**config.mk**
```make
export PLATFORM = sky130hd
export DESIGN_NAME = snd_i2s_tx
export DESIGN_NICKNAME = d
export VERILOG_FILES = /design/src/rtl/snd_pkg.sv /design/src/rtl/snd_i2s_clkdiv.sv /design/src/rtl/snd_i2s_tx.sv
export SDC_FILE = /design/constraint.sdc
export NUM_CORES = 1
export LEC_CHECK = 0
export BUFFER_PORTS_ARGS = -buffer_cell sky130_fd_sc_hd__buf_2
export CORE_ASPECT_RATIO = 1.1
export CORE_MARGIN = 2
export CORE_UTILIZATION = 35
export DETAILED_ROUTE_END_ITERATION = 10
export SLEW_MARGIN = 10
export SYNTH_ARGS = -nofsm -noshare
export SYNTH_HDL_FRONTEND = slang
export SYNTH_HIERARCHICAL = 1
export SYNTH_SLANG_ARGS = --single-unit
```
**constraint.sdc**
```tcl
create_clock -name SND_MCLK -period 3.2 [get_ports SND_MCLK]
set_clock_uncertainty 0.2 [all_clocks]
set_input_delay 0.8 -clock SND_MCLK [delete_from_list [all_inputs] [get_ports SND_MCLK]]
set_output_delay 0.8 -clock SND_MCLK [all_outputs]
set_load 0.02 [all_outputs]
```
**src/rtl/snd_pkg.sv**
```systemverilog
// snd_pkg: shared I2S frame geometry and defaults for the sound transmit path.
package snd_pkg;
  localparam int FRAME_BITS = 64;
  localparam int SLOT_BITS = 32;
  localparam int LRCK_RISE = 31;
  localparam int LRCK_FALL = 63;
  localparam int DEF_DATA_WIDTH = 24;
  localparam int DEF_MCLK_PER_BCLK = 4;
  typedef logic [$clog2(FRAME_BITS)-1:0] bit_idx_t;
  function automatic logic lrck_at(bit_idx_t n);
    return n >= bit_idx_t'(LRCK_RISE) && n < bit_idx_t'(LRCK_FALL);
  endfunction
endpackage

```
**src/rtl/snd_i2s_clkdiv.sv**
```systemverilog
// snd_i2s_clkdiv: divides SND_MCLK into BCLK/LRCK and strobes bit and frame boundaries.
module snd_i2s_clkdiv
  import snd_pkg::*;
#(
  parameter int MCLK_PER_BCLK = DEF_MCLK_PER_BCLK
) (
  input  logic clk,
  input  logic rst_n,
  input  logic enable,
  output logic bclk,
  output logic lrck,
  output logic frame_start,
  output logic bit_tick
);
  localparam int CW = $clog2(MCLK_PER_BCLK);
  logic [CW-1:0] mclk_cnt, cnt_nxt;
  bit_idx_t bit_n, bit_nxt;
  assign bit_tick = enable && mclk_cnt == CW'(MCLK_PER_BCLK - 1);
  assign frame_start = bit_tick && bit_n == bit_idx_t'(FRAME_BITS - 1);
  assign cnt_nxt = bit_tick ? '0 : mclk_cnt + 1'b1;
  assign bit_nxt = bit_tick ? bit_n + 1'b1 : bit_n;
  // Parking at the last MCLK of bit 63 makes the first enabled edge a frame start.
  always_ff @(posedge clk or negedge rst_n)
    if (!rst_n) begin
      mclk_cnt <= CW'(MCLK_PER_BCLK - 1);
      bit_n <= bit_idx_t'(FRAME_BITS - 1);
      bclk <= 1'b0;
      lrck <= 1'b0;
    end else if (!enable) begin
      mclk_cnt <= CW'(MCLK_PER_BCLK - 1);
      bit_n <= bit_idx_t'(FRAME_BITS - 1);
      bclk <= 1'b0;
      lrck <= 1'b0;
    end else begin
      mclk_cnt <= cnt_nxt;
      bit_n <= bit_nxt;
      bclk <= cnt_nxt >= CW'(MCLK_PER_BCLK / 2);
      lrck <= lrck_at(bit_nxt);
    end
endmodule

```
**src/rtl/snd_i2s_tx.sv**
```systemverilog
// snd_i2s_tx: Philips I2S transmitter with a one-pair holding buffer and underrun flag.
module snd_i2s_tx
  import snd_pkg::*;
#(
  parameter int DATA_WIDTH = DEF_DATA_WIDTH,
  parameter int MCLK_PER_BCLK = DEF_MCLK_PER_BCLK
) (
  input  logic                  SND_MCLK,
  input  logic                  SND_RST_N,
  input  logic                  ENABLE,
  input  logic                  S_VALID,
  output logic                  S_READY,
  input  logic [DATA_WIDTH-1:0] S_LEFT,
  input  logic [DATA_WIDTH-1:0] S_RIGHT,
  output logic                  I2S_BCLK,
  output logic                  I2S_LRCK,
  output logic                  I2S_SDATA,
  output logic                  UNDERRUN
);
  logic frame_start, bit_tick, hold_full, xfer, load;
  logic [DATA_WIDTH-1:0] hold_l, hold_r;
  logic [SLOT_BITS-1:0] slot_l, slot_r;
  logic [FRAME_BITS-1:0] frame, shreg;
  snd_i2s_clkdiv #(.MCLK_PER_BCLK(MCLK_PER_BCLK)) u_clkdiv (
    .clk(SND_MCLK),
    .rst_n(SND_RST_N),
    .enable(ENABLE),
    .bclk(I2S_BCLK),
    .lrck(I2S_LRCK),
    .frame_start,
    .bit_tick
  );
  assign S_READY = ~hold_full;
  assign xfer = S_VALID && !hold_full;
  assign load = frame_start && hold_full;
  assign slot_l = SLOT_BITS'(hold_l) << (SLOT_BITS - DATA_WIDTH);
  assign slot_r = SLOT_BITS'(hold_r) << (SLOT_BITS - DATA_WIDTH);
  assign frame = load ? {slot_l, slot_r} : '0;
  // The whole 64-bit frame, MSB first, so padding slots fall out as zeros.
  always_ff @(posedge SND_MCLK or negedge SND_RST_N)
    if (!SND_RST_N) begin
      hold_full <= 1'b0;
      hold_l <= '0;
      hold_r <= '0;
      shreg <= '0;
      I2S_SDATA <= 1'b0;
      UNDERRUN <= 1'b0;
    end else begin
      UNDERRUN <= frame_start && !hold_full;
      hold_full <= xfer || (hold_full && !load);
      if (xfer) begin
        hold_l <= S_LEFT;
        hold_r <= S_RIGHT;
      end
      if (!ENABLE) I2S_SDATA <= 1'b0;
      else if (frame_start) {I2S_SDATA, shreg} <= {frame, 1'b0};
      else if (bit_tick) {I2S_SDATA, shreg} <= {shreg, 1'b0};
    end
endmodule

```
[Word-level counts from Yosys, hierarchy flattened]
Cells that the tools add are included.
Word-level totals
  flip-flop bits (word level): 125
  word-level logic and storage cells: 43
  input port bits: 52
  output and inout bits: 5
Operators by class
  bitwise gates (word level): 1
  add/sub/neg operators: 2
  reduce and logical (&&, ||, !) cells: 12
  eq/ne operators: 3
  mux-type cells: 12
  $lt $le $gt $ge: 3
Operators by type and width (number)
  2-to-1 mux 64 bit: 3
  2-to-1 mux 6 bit: 2
  logical AND 1 bit: 7
  adder 6 x 1 -> 6 bit (second input constant): 1
  equality test 6 bit (second input constant): 1
  greater-or-equal comparator 6 x 5 -> 1 bit (second input constant): 1
  less-than comparator 6 bit (second input constant): 1
  2-to-1 mux 1 bit: 5
  2-to-1 mux 2 bit: 2
  != test 3 x 1 -> 1 bit (second input constant): 1
  adder 2 x 1 -> 2 bit (second input constant): 1
  equality test 2 bit (second input constant): 1
  greater-or-equal comparator 2 bit (second input constant): 1
  logical NOT 1 bit: 2
  AND reduction 2 bit: 1
  nonzero test 2 bit: 1
  logical OR 1 bit: 1
  inverter 1 bit: 1

[Longest topological paths before layout]
  depth after elaboration: 7
  mapped depth: 10
  mapped depth without buffers: 7

[Hierarchy]
The synthesis kept the hierarchy.
By module, submodules not included
  snd_i2s_tx: seq. area each 2652.5 um^2, cells an instance 354, times used 1, area each 4334.2 um^2
  snd_i2s_clkdiv: seq. area each 260.2 um^2, cells an instance 56, times used 1, area each 569.3 um^2

[Worst setup path after synthesis]
Ideal clock, no wire load.
  kind: input port to flip-flop
  from: input ENABLE
  to: register shreg[25]
  buffers on the path: 2
  slack: 0.909 ns
  required time: 2.879 ns
  stages on the path: 8
  setup time: 0.121 ns
  arrival: 1.969 ns
  cells stage by stage: nand3_2 -> nor2_1 -> and3_1 -> and3b_1 -> buf_6 -> buf_6 -> a22oi_1 -> nand2_1
Between the ends
  longest elaborated chain between the ends: 5
  elaborated cells between the ends (all ways): 7
  classes of those cells: mux: 2; reduce/logical: 5
Ends and longest elaborated chain
  start, declared: RTL line snd_i2s_tx.sv:10  | input logic ENABLE,
  logical AND 1 bit *: RTL line snd_i2s_clkdiv.sv:18  | assign bit_tick = enable && mclk_cnt == CW'(MCLK_PER_BCLK - 1);
  logical AND 1 bit *: RTL line snd_i2s_clkdiv.sv:19  | assign frame_start = bit_tick && bit_n == bit_idx_t'(FRAME_BITS - 1);
  named net frame_start: RTL line snd_i2s_tx.sv:20  | logic frame_start, bit_tick, hold_full, xfer, load;
  logical AND 1 bit: RTL line snd_i2s_tx.sv:35  | assign load = frame_start && hold_full;
  2-to-1 mux 64 bit: RTL line snd_i2s_tx.sv:38  | assign frame = load ? {slot_l, slot_r} : '0;
  2-to-1 mux 64 bit: RTL line snd_i2s_tx.sv:56  | else if (frame_start) {I2S_SDATA, shreg} <= {frame, 1'b0};
  end signal, assigned: RTL line snd_i2s_tx.sv:56
  end signal, assigned: RTL line snd_i2s_tx.sv:57  | else if (bit_tick) {I2S_SDATA, shreg} <= {shreg, 1'b0};
  end, declared: RTL line snd_i2s_tx.sv:23  | logic [FRAME_BITS-1:0] frame, shreg;
The timed path passes the listed nets; every way through them passes the cells marked *.
A chain may end at the register's enable or synchronous reset.

[Worst setup path in the final report]
  from: register u_clkdiv.mclk_cnt[0]
  to: register shreg[53]
Between the ends
  longest elaborated chain between the ends: 6
  elaborated cells between the ends (all ways): 8
  classes of those cells: eq/ne: 1; mux: 2; reduce/logical: 5
Ends and longest elaborated chain
  start, declared: RTL line snd_i2s_clkdiv.sv:16  | logic [CW-1:0] mclk_cnt, cnt_nxt;
  start signal, assigned: RTL line snd_i2s_clkdiv.sv:25  | mclk_cnt <= CW'(MCLK_PER_BCLK - 1);
  start signal, assigned: RTL line snd_i2s_clkdiv.sv:30  | mclk_cnt <= CW'(MCLK_PER_BCLK - 1);
  start signal, assigned: RTL line snd_i2s_clkdiv.sv:35  | mclk_cnt <= cnt_nxt;
  equality test 2 bit *: RTL line snd_i2s_clkdiv.sv:18
  logical AND 1 bit *: RTL line snd_i2s_clkdiv.sv:18
  named net bit_tick: RTL line snd_i2s_tx.sv:20
  logical AND 1 bit: RTL line snd_i2s_clkdiv.sv:19
  logical AND 1 bit: RTL line snd_i2s_tx.sv:35
  2-to-1 mux 64 bit: RTL line snd_i2s_tx.sv:38
  2-to-1 mux 64 bit: RTL line snd_i2s_tx.sv:56
Marked as above.

==> key figures <==
Routing
  – First drt pass iteration count: 4
  – Post-route ant nets: 0
  – Wirelength, routed: 9450 um
  – DR DRC count: 0
  – Vias per cell: 4.77
  – Routed len/inst: 14.2 um
  – Vias: 3184
  – Drt initial violations: 260

Setup path
  – Slowest CP cell: and3b_2
  – Critical path depth: 6
  – Crit end category: flip-flop
  – CP most frequent cell: nand2_1
  – Crit path cell chain: ha_1 -> nand2_1 -> inv_1 -> and3b_2 -> a22oi_1 -> nand2_1
  – CP required: 3.34 ns
  – CP top delay family: simple AND/OR/NAND/NOR gates
  – Worst Setup EP: shreg[53]
  – Max stage delay on crit path: 0.86 ns
  – Reg2reg path depth: 6
  – CP Class: reg -> reg
  – Reg2reg start: u_clkdiv/mclk_cnt[0]
  – Reg-to-reg slack, setup: 0.45 ns
  – Critical Path Start: u_clkdiv/mclk_cnt[0]
  – CP Buf/Inv Count: 1
  – Startpoint Class: flip-flop
  – Worst EP arrival: 2.89 ns
  – Worst Path Max Fanout: 46
  – Reg-to-reg endpoint: shreg[53]

Status
  – Status: finished, final reports clean

Yosys
  – #FFs+latches synth: 116
  – Post-Synth XOR/XNOR Area: 0.357%
  – Mux share of post-synthesis cell area: 12.1%
  – EDFF count, synth: 0
  – Ys flop type: dfrtp_1
  – Syn avg cell area: 12.0 um^2
  – Largest family of logic cells by synthesized area: multiplexers
  – Synth async-reset ratio: 100%
  – Ys Warns: 6
  – Synthesized cell area: 4900 um^2
  – Synthesized netlist cell count: 410
  – Adder-cell share of the synthesized area: 0.510%
  – Synth Area in Simple Gates: 11.9%
  – Post-synthesis compound-gate area fraction: 11.2%
  – Syn_nets: 464
  – Post-synth cell types: 38
  – Sequential fraction of the synthesis area: 59.4%

Floorplan
  – Initial Util: 35.7%
  – Io pins: 57
  – # rows: 45
  – Die Area: 15000 um^2
  – Die X: 117 um
  – Die H: 128 um
  – Core ar.: 13700 um^2

Clock tree
  – Num CTS Buffers: 17
  – Worst skew pair latency: 0.41 ns
  – CTS tree: built
  – CTS Sinks: 116
  – Post-CTS Hold Fix Bufs: 0
  – PostCTS Resize Cnt: 0
  – Reg clk slew, reported paths: 0.05 ns
  – Clock root buffer: clkbuf_16
  – H-tree levels: 4
  – Post-CTS setup buffer count: 0
  – Clock tree buffer depth: 2

GRT
  – First-pass GRT wire length: 16000 um
  – Total global routing overflow: 0
  – Vias in the first global route: 3293
  – Initial antenna violation count: 0
  – Largest net degree at the start of global routing: 65
  – Total track usage: 13.8%

Timing
  – Actual slew at the worst max-slew pin: 0.972 ns
  – Final setup violation count: 0
  – Max Freq: 0.363 GHz
  – Slew margin rel.: 35.2%
  – Minimum clock period: 2.75 ns
  – RSZ-0062 raised after global routing: no
  – Final hold viol count: 0
  – TNS Setup: 0 ns
  – Fin crit share: 86.0%
  – Final count of pins violating max slew: 0

Power
  – PwrDens: 890 nW/um^2
  – Worst vdd ir: 0.000399 V
  – P_leak: 0.00280 uW

Placement
  – Routability cong.: 0.762
  – HPWL after DPL: 5830 um
  – Dpl cell area: 5330 um^2
  – Buffers on Ports: 56

Layout
  – Share of layout cells above drive strength 1: 34.0%
  – Nets: 521
  – Area Overhead vs Synth: 20.0%
  – Commonest non-fill, non-tap cell in the layout: nand2_1
  – Most frequent cells in the layout: nand2_1, dfrtp_1, buf_2
  – # diodes: 0
  – Fin area: 5880 um^2

Worst hold path
  – Worst hold path class: in -> async

Flow run
  – Max Cap Violations: 0
-- layout make-up --
class / instances / area [um^2]
clock buffer: 27 / 513
multi-input combinational: 263 / 1790
tap: 188 / 235
fill: 1331 / 7860
clock inverter: 4 / 45.0
sequential: 116 / 2910
inverter: 7 / 26.3
timing repair buffer: 62 / 365
-- synthesized netlist by cell type (3+ instances only) --
cell      number  area (um^2)
nand2_1      116          435
dfrtp_1      108         2700
mux2_2        39          439
a22oi_1       36          270
o21ai_0       14         70.1
buf_6         12          135
a22oi_2       10          125
mux2_4         9          135
dfstp_2        8          210
inv_1          7         26.3
buf_2          5         25.0
clkbuf_1       5         18.8
nand3_1        5         25.0
a21oi_1        3         15.0
-- how the worst min path moves through the flow --
stage,start,to,cells past startpoint
after detailed placement,shreg[60],shreg[60],2
after floorplan,shreg[63],shreg[63],2
final,SND_RST_N,hold_l[5],1
after global placement,shreg[59],shreg[59],2
after global routing,SND_RST_N,hold_l[1],1
after CTS,SND_RST_N,hold_l[1],1
-- sequential cells by signal (all words and copies together), names as in the netlist --
name,cells
u_clkdiv/bit_n,6
hold_l,24
hold_full,1
u_clkdiv/mclk_cnt,2
I2S_SDATA,1
shreg,55
hold_r,24
UNDERRUN,1
u_clkdiv/lrck,1
u_clkdiv/bclk,1
-- cells by family after synthesis --
kind of cell	after synthesis
AOI/OAI and AO/OA	71
xor gates and xnor gates	2
adders and majority gates	2
buffers and inverters	31
DFF	116
muxes	50
and+or+nand+nor	138
-- report_power, final --
group          leakage (uW)  switching (uW)  internal [uW]  total [uW]
Combinational       0.00108             453            556        1010
Clock              0.000277             615           1160        1780
Sequential          0.00144             379           2070        2450
Total               0.00280            1450           3790        5240
-- worst reg2reg max path, cell delays in order, from the launching register on --
cell and delay [ns]:
dfstp_2 0.53, ha_1 0.37, nand2_1 0.20, inv_1 0.20, and3b_2 0.86, a22oi_1 0.20
nand2_1 0.13
-- per-layer routing --
| metal | GRT usage, % | routed length (um) |
|---|---|---|
| met2 | 21.4 | 4580 |
| met4 | 6.30 | 162 |
| met5 | 0 | 0 |
| met3 | 3.74 | 316 |
| met1 | 18.1 | 4390 |
-- stage by stage --
| step | util [%] | setup slack, ns | hold WS [ns] | power, uW | cells |
|---|---|---|---|---|---|
| 6_report | 42.8 | 0.447 | 0.217 | 5240 | 667 |
| 5_1_grt | 42.8 | 0.193 | 0.265 | 5570 | 667 |
| 4_1_cts | 42.8 | 0.440 | 0.235 | 5310 | 667 |
| 3_5_place_dp | 38.8 | 0.282 | 0.257 | 3500 | 636 |
| 3_3_place_gp | 38.8 | 0.342 | 0.251 | 3440 | 636 |
| 2_1_floorplan | - | 0.909 | 0.233 | 3180 | 410 |
Note: power is estimated with default switching activity, not from simulation.
